File: src/rtl/histeq_pkg.sv
// Shared types and constants for the histogram equalizer stages.
package histeq_pkg;

    localparam int          NUM_BINS = 256;
    localparam int          CDF_W    = 32;
    localparam logic [15:0] HIST_TAG = 16'hAAAA;

    typedef enum logic [1:0] {
        IDLE,
        SCAN,
        DRAIN,
        DONE
    } cdf_state_t;

    typedef struct packed {
        logic        valid;
        logic [15:0] count;
    } bin_entry_t;

endpackage

File: src/rtl/hist_bin_decode.sv
// Combinational decode of one 128-bit m2 histogram entry into {valid, count}.
module hist_bin_decode
    import histeq_pkg::*;
(
    input  logic [127:0] entry_raw,
    output bin_entry_t   entry
);

    // Only the low word carries tag and count; the rest of the entry is ignored.
    logic unused_upper;
    assign unused_upper = ^entry_raw[127:32];

    assign entry.valid = (entry_raw[31:16] == HIST_TAG);
    assign entry.count = entry.valid ? entry_raw[15:0] : 16'h0000;

endmodule

File: src/rtl/histogram_cdf_pipeline.sv
// Scans the 256-bin m2 histogram, writes the running CDF to m3, reports total and cdf_min.
// Optional macro CDF_CLEAR_ON_READ_EN: zero each m2 bin in the cycle its CDF is written.
module histogram_cdf_pipeline
    import histeq_pkg::*;
(
    input  logic          clock,
    input  logic          rst_n,
    input  logic          start,
    input  logic          base_sel,
    input  logic [127:0]  m2ReadVal,
    output logic [15:0]   m2ReadAddr,
    output logic          m2WE,
    output logic [15:0]   m2WriteAddr,
    output logic [127:0]  m2WriteVal,
    output logic          m3WE,
    output logic [15:0]   m3WriteAddr,
    output logic [127:0]  m3WriteVal,
    output logic [31:0]   cdf_min,
    output logic [31:0]   pixel_total,
    output logic          done
);

    cdf_state_t       state, state_next;
    logic [7:0]       bin_cnt;
    logic             issue_v, data_v;
    logic [7:0]       data_bin;
    logic [CDF_W-1:0] acc, cdf_next;
    logic             found;
    logic             scan_start, issuing, drain_last;
    bin_entry_t       entry;

    hist_bin_decode u_decode (
        .entry_raw (m2ReadVal),
        .entry     (entry)
    );

    assign cdf_next    = acc + {{(CDF_W-16){1'b0}}, entry.count};
    assign drain_last  = m3WE && (m3WriteAddr[7:0] == 8'(NUM_BINS-1));
    assign pixel_total = acc;

    always_ff @(posedge clock or negedge rst_n) begin
        if (!rst_n) state <= IDLE;
        else        state <= state_next;
    end

    always_comb begin
        // NOTE: default first so every path assigns state_next and no latch is inferred.
        state_next = state;
        if (!start) begin
            state_next = IDLE;
        end else begin
            unique case (state)
                IDLE:    state_next = SCAN;
                SCAN:    if (bin_cnt == 8'(NUM_BINS-1)) state_next = DRAIN;
                DRAIN:   if (drain_last) state_next = DONE;
                DONE:    state_next = DONE;
                default: state_next = IDLE;
            endcase
        end
    end

    always_comb begin
        scan_start = (state == IDLE) && start;
        issuing    = (state == SCAN) && start;
        done       = (state == DONE) && start;
    end

    // Stages: ISSUE (m2ReadAddr) -> DATA (RAM latency) -> ACCUM+WRITE (m3 registers).
    always_ff @(posedge clock or negedge rst_n) begin
        if (!rst_n) begin
            bin_cnt     <= '0;
            issue_v     <= 1'b0;
            data_v      <= 1'b0;
            data_bin    <= '0;
            acc         <= '0;
            found       <= 1'b0;
            cdf_min     <= '0;
            m2ReadAddr  <= '0;
            m3WE        <= 1'b0;
            m3WriteAddr <= '0;
            m3WriteVal  <= '0;
        end else if (!start) begin
            issue_v <= 1'b0;
            data_v  <= 1'b0;
            m3WE    <= 1'b0;
        end else begin
            if (scan_start) begin
                bin_cnt <= '0;
                acc     <= '0;
                cdf_min <= '0;
                found   <= 1'b0;
            end
            if (issuing) begin
                m2ReadAddr <= {7'b0, base_sel, bin_cnt};
                bin_cnt    <= bin_cnt + 8'd1;
            end
            // NOTE: non-blocking so every stage samples the previous stage's old value.
            issue_v  <= issuing;
            data_v   <= issue_v;
            data_bin <= m2ReadAddr[7:0];
            m3WE     <= data_v;
            if (data_v) begin
                acc         <= cdf_next;
                m3WriteAddr <= {8'b0, data_bin};
                m3WriteVal  <= {{(128-CDF_W){1'b0}}, cdf_next};
                if (!found && entry.valid && entry.count != 16'h0000) begin
                    cdf_min <= cdf_next;
                    found   <= 1'b1;
                end
            end
        end
    end

`ifdef CDF_CLEAR_ON_READ_EN
    // Clear goes to the bank the bin was actually read from.
    logic data_bank;

    always_ff @(posedge clock or negedge rst_n) begin
        if (!rst_n) begin
            data_bank   <= 1'b0;
            m2WE        <= 1'b0;
            m2WriteAddr <= '0;
        end else begin
            data_bank <= m2ReadAddr[8];
            m2WE      <= data_v && start;
            if (data_v) m2WriteAddr <= {7'b0, data_bank, data_bin};
        end
    end

    assign m2WriteVal = '0;
`else
    assign m2WE        = 1'b0;
    assign m2WriteAddr = '0;
    assign m2WriteVal  = '0;
`endif

endmodule

File: config.mk
export PLATFORM = sky130hd
export DESIGN_NAME = histogram_cdf_pipeline
export DESIGN_NICKNAME = d
export VERILOG_FILES = /design/src/rtl/histeq_pkg.sv /design/src/rtl/hist_bin_decode.sv /design/src/rtl/histogram_cdf_pipeline.sv
export SDC_FILE = /design/constraint.sdc
export NUM_CORES = 1
export LEC_CHECK = 0
export ABC_AREA = 1
export CORE_AREA = 5 5 190 192
export CTS_BUF_LIST = sky130_fd_sc_hd__clkbuf_4
export DETAILED_ROUTE_END_ITERATION = 12
export DIE_AREA = 0 0 195 197
export SKIP_CTS_REPAIR_TIMING = 1
export SLEW_MARGIN = 10
export SYNTH_ARGS = -nofsm -noshare
export SYNTH_HDL_FRONTEND = slang
export SYNTH_SLANG_ARGS = --single-unit
export TNS_END_PERCENT = 50
File: constraint.sdc
create_clock -name clock -period 2 [get_ports clock]
set_input_delay 0.4 -clock clock [delete_from_list [all_inputs] [get_ports clock]]
set_output_delay 0.4 -clock clock [all_outputs]
set_load 0.01 [all_outputs]
# Yosys cells after proc, flatten, opt, wreduce, memory -nomap -nowiden
# Cells that the tools add are included.
# Widths: inputs -> output; s select.
[word_totals] reg_bits=135 input_bits=132 elab_cells=56
[op_classes] eq_ne=8 reduce_logical=16 mux=18 add_sub_neg=2
[ops] op="$mux 32" count=5
[ops] op="$add 32x16->32" count=1
[ops] op="$eq 16x16->1 const B" count=1
[ops] op="$eq 8x8->1 const B" count=2
[ops] op="$mux 16" count=1
[ops] op="$mux 8" count=2
[ops] op="$reduce_bool 16->1" count=1
[ops] op="$reduce_and 2->1" count=5
[ops] op="$add 8x1->8 const B" count=1
[ops] op="$pmux 2 s4" count=1
[ops] op="$logic_and 1x1->1" count=6
[ops] op="$mux 1" count=6
[ops] op="$mux 2" count=3
[ops] op="$ne 3x3->1 const B" count=2
[ops] op="$eq 2x2->1 const B" count=2
[ops] op="$reduce_bool 2->1" count=2
[ops] op="$eq 2x1->1 const B" count=1
[ops] op="$logic_not 2->1" count=1
[ops] op="$logic_not 1->1" count=1

# Depth between registers and ports, before layout
# Gate-level depths: netlist of the first run.
[depth] ltp_word=6 depth_mapped=21 depth_no_buf=20

# Hierarchy
# A second synthesis of the first run with hierarchy kept.
[hier_totals] cells_unflattened=1270 hier_area_um2=9158.8
[modules_own_cells] mod="histogram_cdf_pipeline" area_each_um2=8902.3 cells_each=1213 n_inst=1
[modules_own_cells] mod="hist_bin_decode" area_each_um2=256.5 cells_each=57 n_inst=1

# Least setup slack after synthesis of the first run
# Ideal clock, no wire load.
[synth_path] kind="input-to-reg" from="in m2ReadVal[27]" to="reg m3WriteVal[16]" t_arrival_ps=2689 setup_ps=119 path_slack_ps=-807 cell_stages=17 cell_sequence="inv_1 > nor2_1 > nand2_1 > nor2_4 > nand2_2 > clkbuf_1 > nor2_1 > ha_1 > fa_1 > nand3_1 > nand3_1 > nand3_1 > nand3_1 > a21o_1 > xor2_1 > nand2_1 > nand2_1"
[synth_via] elab_chain_len=3
[synth_lines] item="from (decl)" line="histogram_cdf_pipeline.sv:10" source="input logic [127:0] m2ReadVal,"
[synth_lines] item="$eq 16x16->1" line="hist_bin_decode.sv:13" source="assign entry.valid = (entry_raw[31:16] == HIST_TAG);"
[synth_lines] item="$mux 16" line="hist_bin_decode.sv:14" source="assign entry.count = entry.valid ? entry_raw[15:0] : 16'h0000;"
[synth_lines] item="$add 32x16->32" line="histogram_cdf_pipeline.sv:37" source="assign cdf_next = acc + {{(CDF_W-16){1'b0}}, entry.count};"
[synth_lines] item="to (signal assigned)" line="histogram_cdf_pipeline.sv:105" source="m3WriteVal <= {{(128-CDF_W){1'b0}}, cdf_next};"
[synth_lines] item="to (decl)" line="histogram_cdf_pipeline.sv:17" source="output logic [127:0] m3WriteVal,"
# Every way passes these cells.
# A chain may end at the register's enable or synchronous reset.

# Worst setup path after layout of the first run
[layout_path] from="in m2ReadVal[30]" to="reg m3WriteVal[16]"
# The elaborated chain is that of the path after synthesis.

==> flow_metrics.py, run 1 <==
metrics = {
    "outcome": {
        "run_status": "complete, but fails checks",
        "violations": "negative setup slack",
    },
    "critical_path": {
        "crit_start": "m2ReadVal[30]",
        "critPathSlowestCell": "a21o_1",
        "cp-end-kind": "flop",
        "cp.buffers_inverters": 4,
        "crit_chain": "clkbuf_2, inv_2, nand4_1, nor2_4, buf_12, nand2_8, nor2_4, ha_4, nand2_2, inv_1, nand2_1, nand2_1, nand2_1, nand3_4, a21o_1, xor2_1, nand2_1, nand2_1",
        "cpPeakStageDelay_ps": 250,
        "crit_top_cell": "nand2_1",
        "crit_family": "simple AND/OR/NAND/NOR gates",
        "startpoint_type": "input pin",
        "worstPathMaxFanout": 7,
        "critPathKind": "input pin to flop",
        "cp.arrival_ps": 2690,
        "cp_data_required_time_ps": 2480,
        "reg2reg_from": "pixel_total[10]$_DFFE_PN0P_",
    },
    "placement": {
        "port_buffers": 150,
        "dp_hpwl_mm": 22.5,
        "place_inst": 1922,
        "gp_congestion": 0.847,
    },
    "drt": {
        "wl_per_cell_um": 14.8,
        "drt_iter0_markers": 454,
        "vias": 7895,
        "antenna_left": 0,
        "routed_wl_mm": 29.2,
        "via_per_inst": 3.99,
        "first_pass_iters": 5,
        "drcViolationCount": 0,
    },
    "flow_run": {
        "drv_cap": 0,
    },
    "die": {
        "die_area_um2": 38400,
        "die_h_um": 197,
        "rows": 68,
        "fp.dieW_um": 195,
        "ios": 503,
        "start_util": 0.271,
        "core_region_area_um2": 34200,
    },
    "sta": {
        "slew_violations": 0,
        "setup_violations": 67,
        "fmax_ghz": 0.453,
        "finalCritPeriodShare": 1.10,
        "rsz0062_at_grt": "true",
        "hold_viol_final": 0,
        "min_period_ps": 2210,
        "tns_ps": -6190,
        "setup_ws_ps": -207,
        "skew_ps": 32.3,
    },
    "logic_synthesis": {
        "yosys-top-cells-area": "dfrtp_1, buf_4, nand2_1",
        "synth_flop_cell": "dfrtp_1",
        "syn_avg_cell_area_um2": 7.40,
        "ys_warn_count": 0,
        "synth_common_cells": "nand2_1, buf_4, dfrtp_1, inv_1, nor2_1",
        "yosys.area.top_type": "dfrtp_1",
        "synth_cell_types": 45,
        "synth_seq_cells": 135,
        "syn_area_um2": 9260,
        "netlist_instances": 1250,
        "synth_top_area_share": 0.365,
        "synth-edff-count": 0,
        "synth-seq-area-share": 0.365,
        "async_reset_ff_frac": 1.00,
        "synth_most_common_cell": "nand2_1",
    },
    "pwr": {
        "p_per_area_nw_per_um2": 530,
        "peakVddDrop_mv": 0.463,
        "leakage_uw": 0.00841,
    },
    "min_path": {
        "hold_class": "input pin to asynchronous set/reset pin",
    },
    "clock_tree": {
        "clk_path_buf_depth": 2,
        "cts_buffers": 17,
        "cts-root-buf": "clkbuf_4",
        "clk_transition_reported_paths_ps": 170,
        "clk_latency_ps": 590,
        "clock-sinks": 135,
        "htree_levels": 4,
        "cts_tree": "done",
    },
    "cells_and_area": {
        "syn2layout_area_growth_pct": 42.0,
        "diodes": 0,
        "fin_cells": 1977,
        "nNetsFinal": 1659,
        "seq_area_um2": 3390,
        "multi_input_area_um2": 5660,
        "fillCellCount": 3418,
        "drive_above_1_share": 0.275,
    },
    "grt": {
        "grt_pass1_wl_mm": 40.7,
        "grt_pass1_vias": 7144,
        "grt_max_degree": 68,
        "antenna_found_initial": 0,
        "track_usage": 0.134,
        "overflow": 0,
    },
}
sequential cells by signal, indices dropped and copies added, names as in the netlist:
name         cells
state            2
issue_v          1
m3WriteAddr      8
bin_cnt          8
cdf_min         32
pixel_total     32
m2ReadAddr       9
found            1
data_bin         8
data_v           1
m3WE             1
m3WriteVal      32
area by class of cell:
class,count,share of cell area
multi-input combinational,973,0.431
tap,455,0.0433
sequential,135,0.258
clock inverter,15,0.0151
timing repair buffer,266,0.209
inverter,116,0.0341
clock buffer,17,0.00971
worst register-to-register path, cell delays in order, from the launching register on:
cell     delay (ps)
dfrtp_1         460
ha_4            330
nand2_4          70
nor2_2          250
nand2_1          90
nor2_1          150
nand2_2          80
nand3_2          80
nand2_2          60
xor2_2          150
or2_1           250
nand2_1          70
path summary, 6_finish.rpt:
kind | endpoint | cells after the start | slack, ps
worst min register to register | data_v$_DFF_PN0_ | 2 | 470
worst max register to register | pixel_total[31]$_DFFE_PN0P_ | 11 | -90
worst min-delay path | data_bin[4]$_DFFE_PN0P_ | 2 | 220
min in group clock | m2ReadAddr[8]$_DFFE_PN0P_ | 3 | 360
worst max-delay path | m3WriteVal[16]$_DFFE_PN0P_ | 18 | -210
max in group asynchronous | pixel_total[15]$_DFFE_PN0P_ | 3 | 1060
logic make-up (layout without fill, tap and decap cells):
| group | after synthesis | count (layout) | synth area share |
|---|---|---|---|
| flip-flops | 135 | 135 | 0.365 |
| buffers and inverters | 398 | 414 | 0.269 |
| other | 1 | 256 | 0.000405 |
| AND/OR/NAND/NOR | 592 | 593 | 0.267 |
| AO/OA/AOI/OAI | 81 | 81 | 0.0503 |
| adder cells (fa/ha/maj) | 18 | 18 | 0.0251 |
| XOR/XNOR | 25 | 25 | 0.0237 |
metrics by stage:
stage               hold WS, ps  cell area (µm²)  total power, µW  setup WS (ps)  utilization
global route                196            13100             7350           -305        0.384
global placement            329            11100             4900          -1330        0.324
floorplan                   104            10300             4380           -504            -
detailed placement          329            11100             4910          -1370        0.324
CTS                        -349            11400             7060           -759        0.333
finish                      216            13100             6970           -207        0.384
power breakdown:
part / total (µW) / switching, µW / internal [µW] / leakage, µW
combinational: 1720 / 1080 / 635 / 0.00639
sequential: 3130 / 179 / 2950 / 0.00184
clock: 2120 / 1300 / 825 / 0.000178
placed cells by master (no fill, tap or decap), types with 7 or more instances in the layout:
master             n
a21oi_1            7
buf_12             7
buf_4             91
buf_6             26
clkbuf_4          17
clkdlybuf4s50_1   41
conb_1           256
dfrtp_1          124
dfrtp_2           11
dlymetal6s2s_1    94
ha_4              16
inv_1             96
inv_2             16
inv_8              8
nand2_1          316
nand2_2           64
nand2_4           36
nand3_1           25
nand3_2           12
nand3_4            8
nand4_1           13
nor2_1            51
nor2_2            11
nor2_4            32
o211ai_1           9
o21ai_0           26
o21ai_1            8
or2_4              9
xor2_1            10
layer usage:
layer,global-route usage,vias up,share of wire
li1,-,3859,-
met1,0.174,3716,0.42
met2,0.225,293,0.49
met3,0.0390,27,0.078
met4,0.0256,0,0.012
met5,0,-,0
Power figures use the tool's default switching activity.
==> run 2: changes to the inputs <==
--- a/config.mk
+++ b/config.mk
@@ -6,10 +6,10 @@
 export NUM_CORES = 1
 export LEC_CHECK = 0
 export ABC_AREA = 1
-export CORE_AREA = 5 5 190 192
+export CORE_AREA = 5 5 195 197
 export CTS_BUF_LIST = sky130_fd_sc_hd__clkbuf_4
 export DETAILED_ROUTE_END_ITERATION = 12
-export DIE_AREA = 0 0 195 197
+export DIE_AREA = 0 0 200 202
 export SKIP_CTS_REPAIR_TIMING = 1
 export SLEW_MARGIN = 10
 export SYNTH_ARGS = -nofsm -noshare
==> flow_metrics.py, run 2 (synthesis results as in run 1) <==
metrics = {
    "cells_and_area": {
        "final_area_um2": 13000,
        "diodes": 0,
        "nNetsFinal": 1675,
        "drive_above_1_share": 0.255,
        "final_common_cell": "nand2_1",
        "layout_common_cells": "nand2_1, conb_1, dfrtp_1",
        "syn2layout_area_growth_pct": 40.9,
    },
    "critical_path": {
        "startpoint_type": "input pin",
        "regToRegEndpoint": "cdf_min[18]$_DFFE_PN0P_",
        "setup.worst_path.end": "cdf_min[18]$_DFFE_PN0P_",
        "crit_family": "simple AND/OR/NAND/NOR gates",
        "worstPathMaxFanout": 6,
        "cp_data_required_time_ps": 2480,
        "path_depth": 20,
        "cp-end-kind": "flop",
        "critPathKind": "input pin to flop",
        "r2r_cells": 12,
        "cp.arrival_ps": 2830,
        "crit_chain": "clkbuf_2, inv_8, nor2_2, nand2_2, nor2_4, nand2_4, buf_6, nor2_4, buf_6, fa_2, buf_4, buf_6, buf_4, nand3_2, nand3_4, nand3_2, nand3_2, xor2_2, or2_0, nand2_1",
        "cpPeakStageDelay_ps": 230,
        "crit_start": "m2ReadVal[23]",
        "critPathSlowestCell": "fa_2",
        "worst-r2r-setup-slack_ps": -270,
        "cp.buffers_inverters": 7,
        "reg2reg_from": "pixel_total[0]$_DFFE_PN0P_",
    },
    "outcome": {
        "violations": "negative setup slack",
        "run_status": "complete, but fails checks",
    },
    "pwr": {
        "clock_power_share": 0.302,
        "p_sw_frac": 0.367,
        "internal_power_uw": 4430,
        "leakage_uw": 0.00822,
        "peakVddDrop_mv": 0.464,
        "power.switching_uw": 2570,
        "p_per_area_nw_per_um2": 537,
        "pwr-share-comb": 0.250,
        "pwr-share-seq": 0.447,
    },
    "drt": {
        "antenna_left": 0,
        "via_per_inst": 3.94,
        "drt_iter0_markers": 445,
        "first_pass_iters": 5,
        "drcViolationCount": 0,
        "wl_per_cell_um": 14.5,
        "vias": 7898,
        "routed_wl_mm": 29.0,
    },
    "sta": {
        "min_period_ps": 2350,
        "fmax_ghz": 0.426,
        "rsz0062_at_grt": "true",
        "hold_viol_final": 0,
        "setup_ws_ps": -345,
        "setup_violations": 89,
        "finalCritPeriodShare": 1.17,
        "skew_ps": 33.6,
        "slew_violations": 0,
    },
    "clock_tree": {
        "clk_latency_ps": 570,
        "clock-sinks": 135,
        "cts_tree": "done",
        "clk_transition_reported_paths_ps": 160,
        "cts_buffers": 17,
        "htree_levels": 4,
        "clk_path_buf_depth": 2,
        "cts-root-buf": "clkbuf_4",
    },
    "die": {
        "start_util": 0.256,
        "die_h_um": 202,
        "die_area_um2": 40400,
        "ios": 503,
        "core_region_area_um2": 36100,
        "rows": 70,
        "fp.dieW_um": 200,
    },
    "placement": {
        "dp_hpwl_mm": 22.5,
        "place_ws_ps": -1430,
        "placed_area_um2": 11200,
        "gp_congestion": 0.845,
        "port_buffers": 150,
    },
    "grt": {
        "track_usage": 0.132,
        "grt_max_degree": 55,
        "antenna_found_initial": 0,
        "grt_pass1_vias": 7509,
        "overflow": 0,
        "grt_pass1_wl_mm": 41.9,
    },
    "flow_run": {
        "drv_cap": 0,
    },
    "min_path": {
        "hold_class": "input pin to asynchronous set/reset pin",
    },
}
-- run 2: changes by cell type in the layout (fill, tap and decap cells not counted), moves of 8 or more --
cell / before / now
nand2_4: 36 / 16
buf_4: 91 / 115
inv_1: 96 / 104
nand2_1: 316 / 347
nand2_2: 64 / 53
buf_6: 26 / 11
-- run 2: how the worst min path moves through the flow --
stage | from | end | slack, ps | depth (start not counted)
finish | rst_n | data_bin[6]$_DFFE_PN0P_ | 220 | 2
global route | rst_n | data_bin[6]$_DFFE_PN0P_ | 180 | 2
CTS | rst_n | data_bin[6]$_DFFE_PN0P_ | -370 | 1
detailed placement | rst_n | data_bin[6]$_DFFE_PN0P_ | 300 | 1
global placement | rst_n | data_bin[6]$_DFFE_PN0P_ | 290 | 1
floorplan | rst_n | bin_cnt[0]$_DFFE_PN0P_ | 100 | 0
-- run 2: power by group through the flow --
stage	registers [µW]	logic, µW	clock network [µW]
final	3130	1750	2120
after global routing	3170	1970	2300
after CTS	3140	1780	2190
after detailed placement	3190	1770	0
after global placement	3190	1750	0
after floorplan	3220	1160	0
-- run 2: stage by stage --
stage          cells  TNS (ps)  utilization  power [µW]  hold slack (ps)
4_1_cts         1979    -52620        0.320        7110             -372
6_report        2006    -15620        0.361        7010              216
3_5_place_dp    1947   -108320        0.311        4950              298
5_1_grt         2006    -21390        0.361        7440              179
3_3_place_gp    1947   -112370        0.311        4940              293
2_1_floorplan   1505    -29110            -        4380              104
-- run 2: cell type report --
cell class,count,area (µm²)
flip-flops and latches,135,3390
clock inverters,15,201
repair buffers,282,2790
multi-input cells,973,5500
fillers,3730,23000
clock buffers,17,128
well taps,468,586
inverters,116,445
-- run 2: per-layer routing --
metal / track usage / vias up / part of all wire
met4: 0.0291 / 0 / 0.012
met5: 0 / - / 0
li1: - / 3890 / -
met1: 0.167 / 3710 / 0.41
met2: 0.215 / 274 / 0.49
met3: 0.0467 / 24 / 0.086
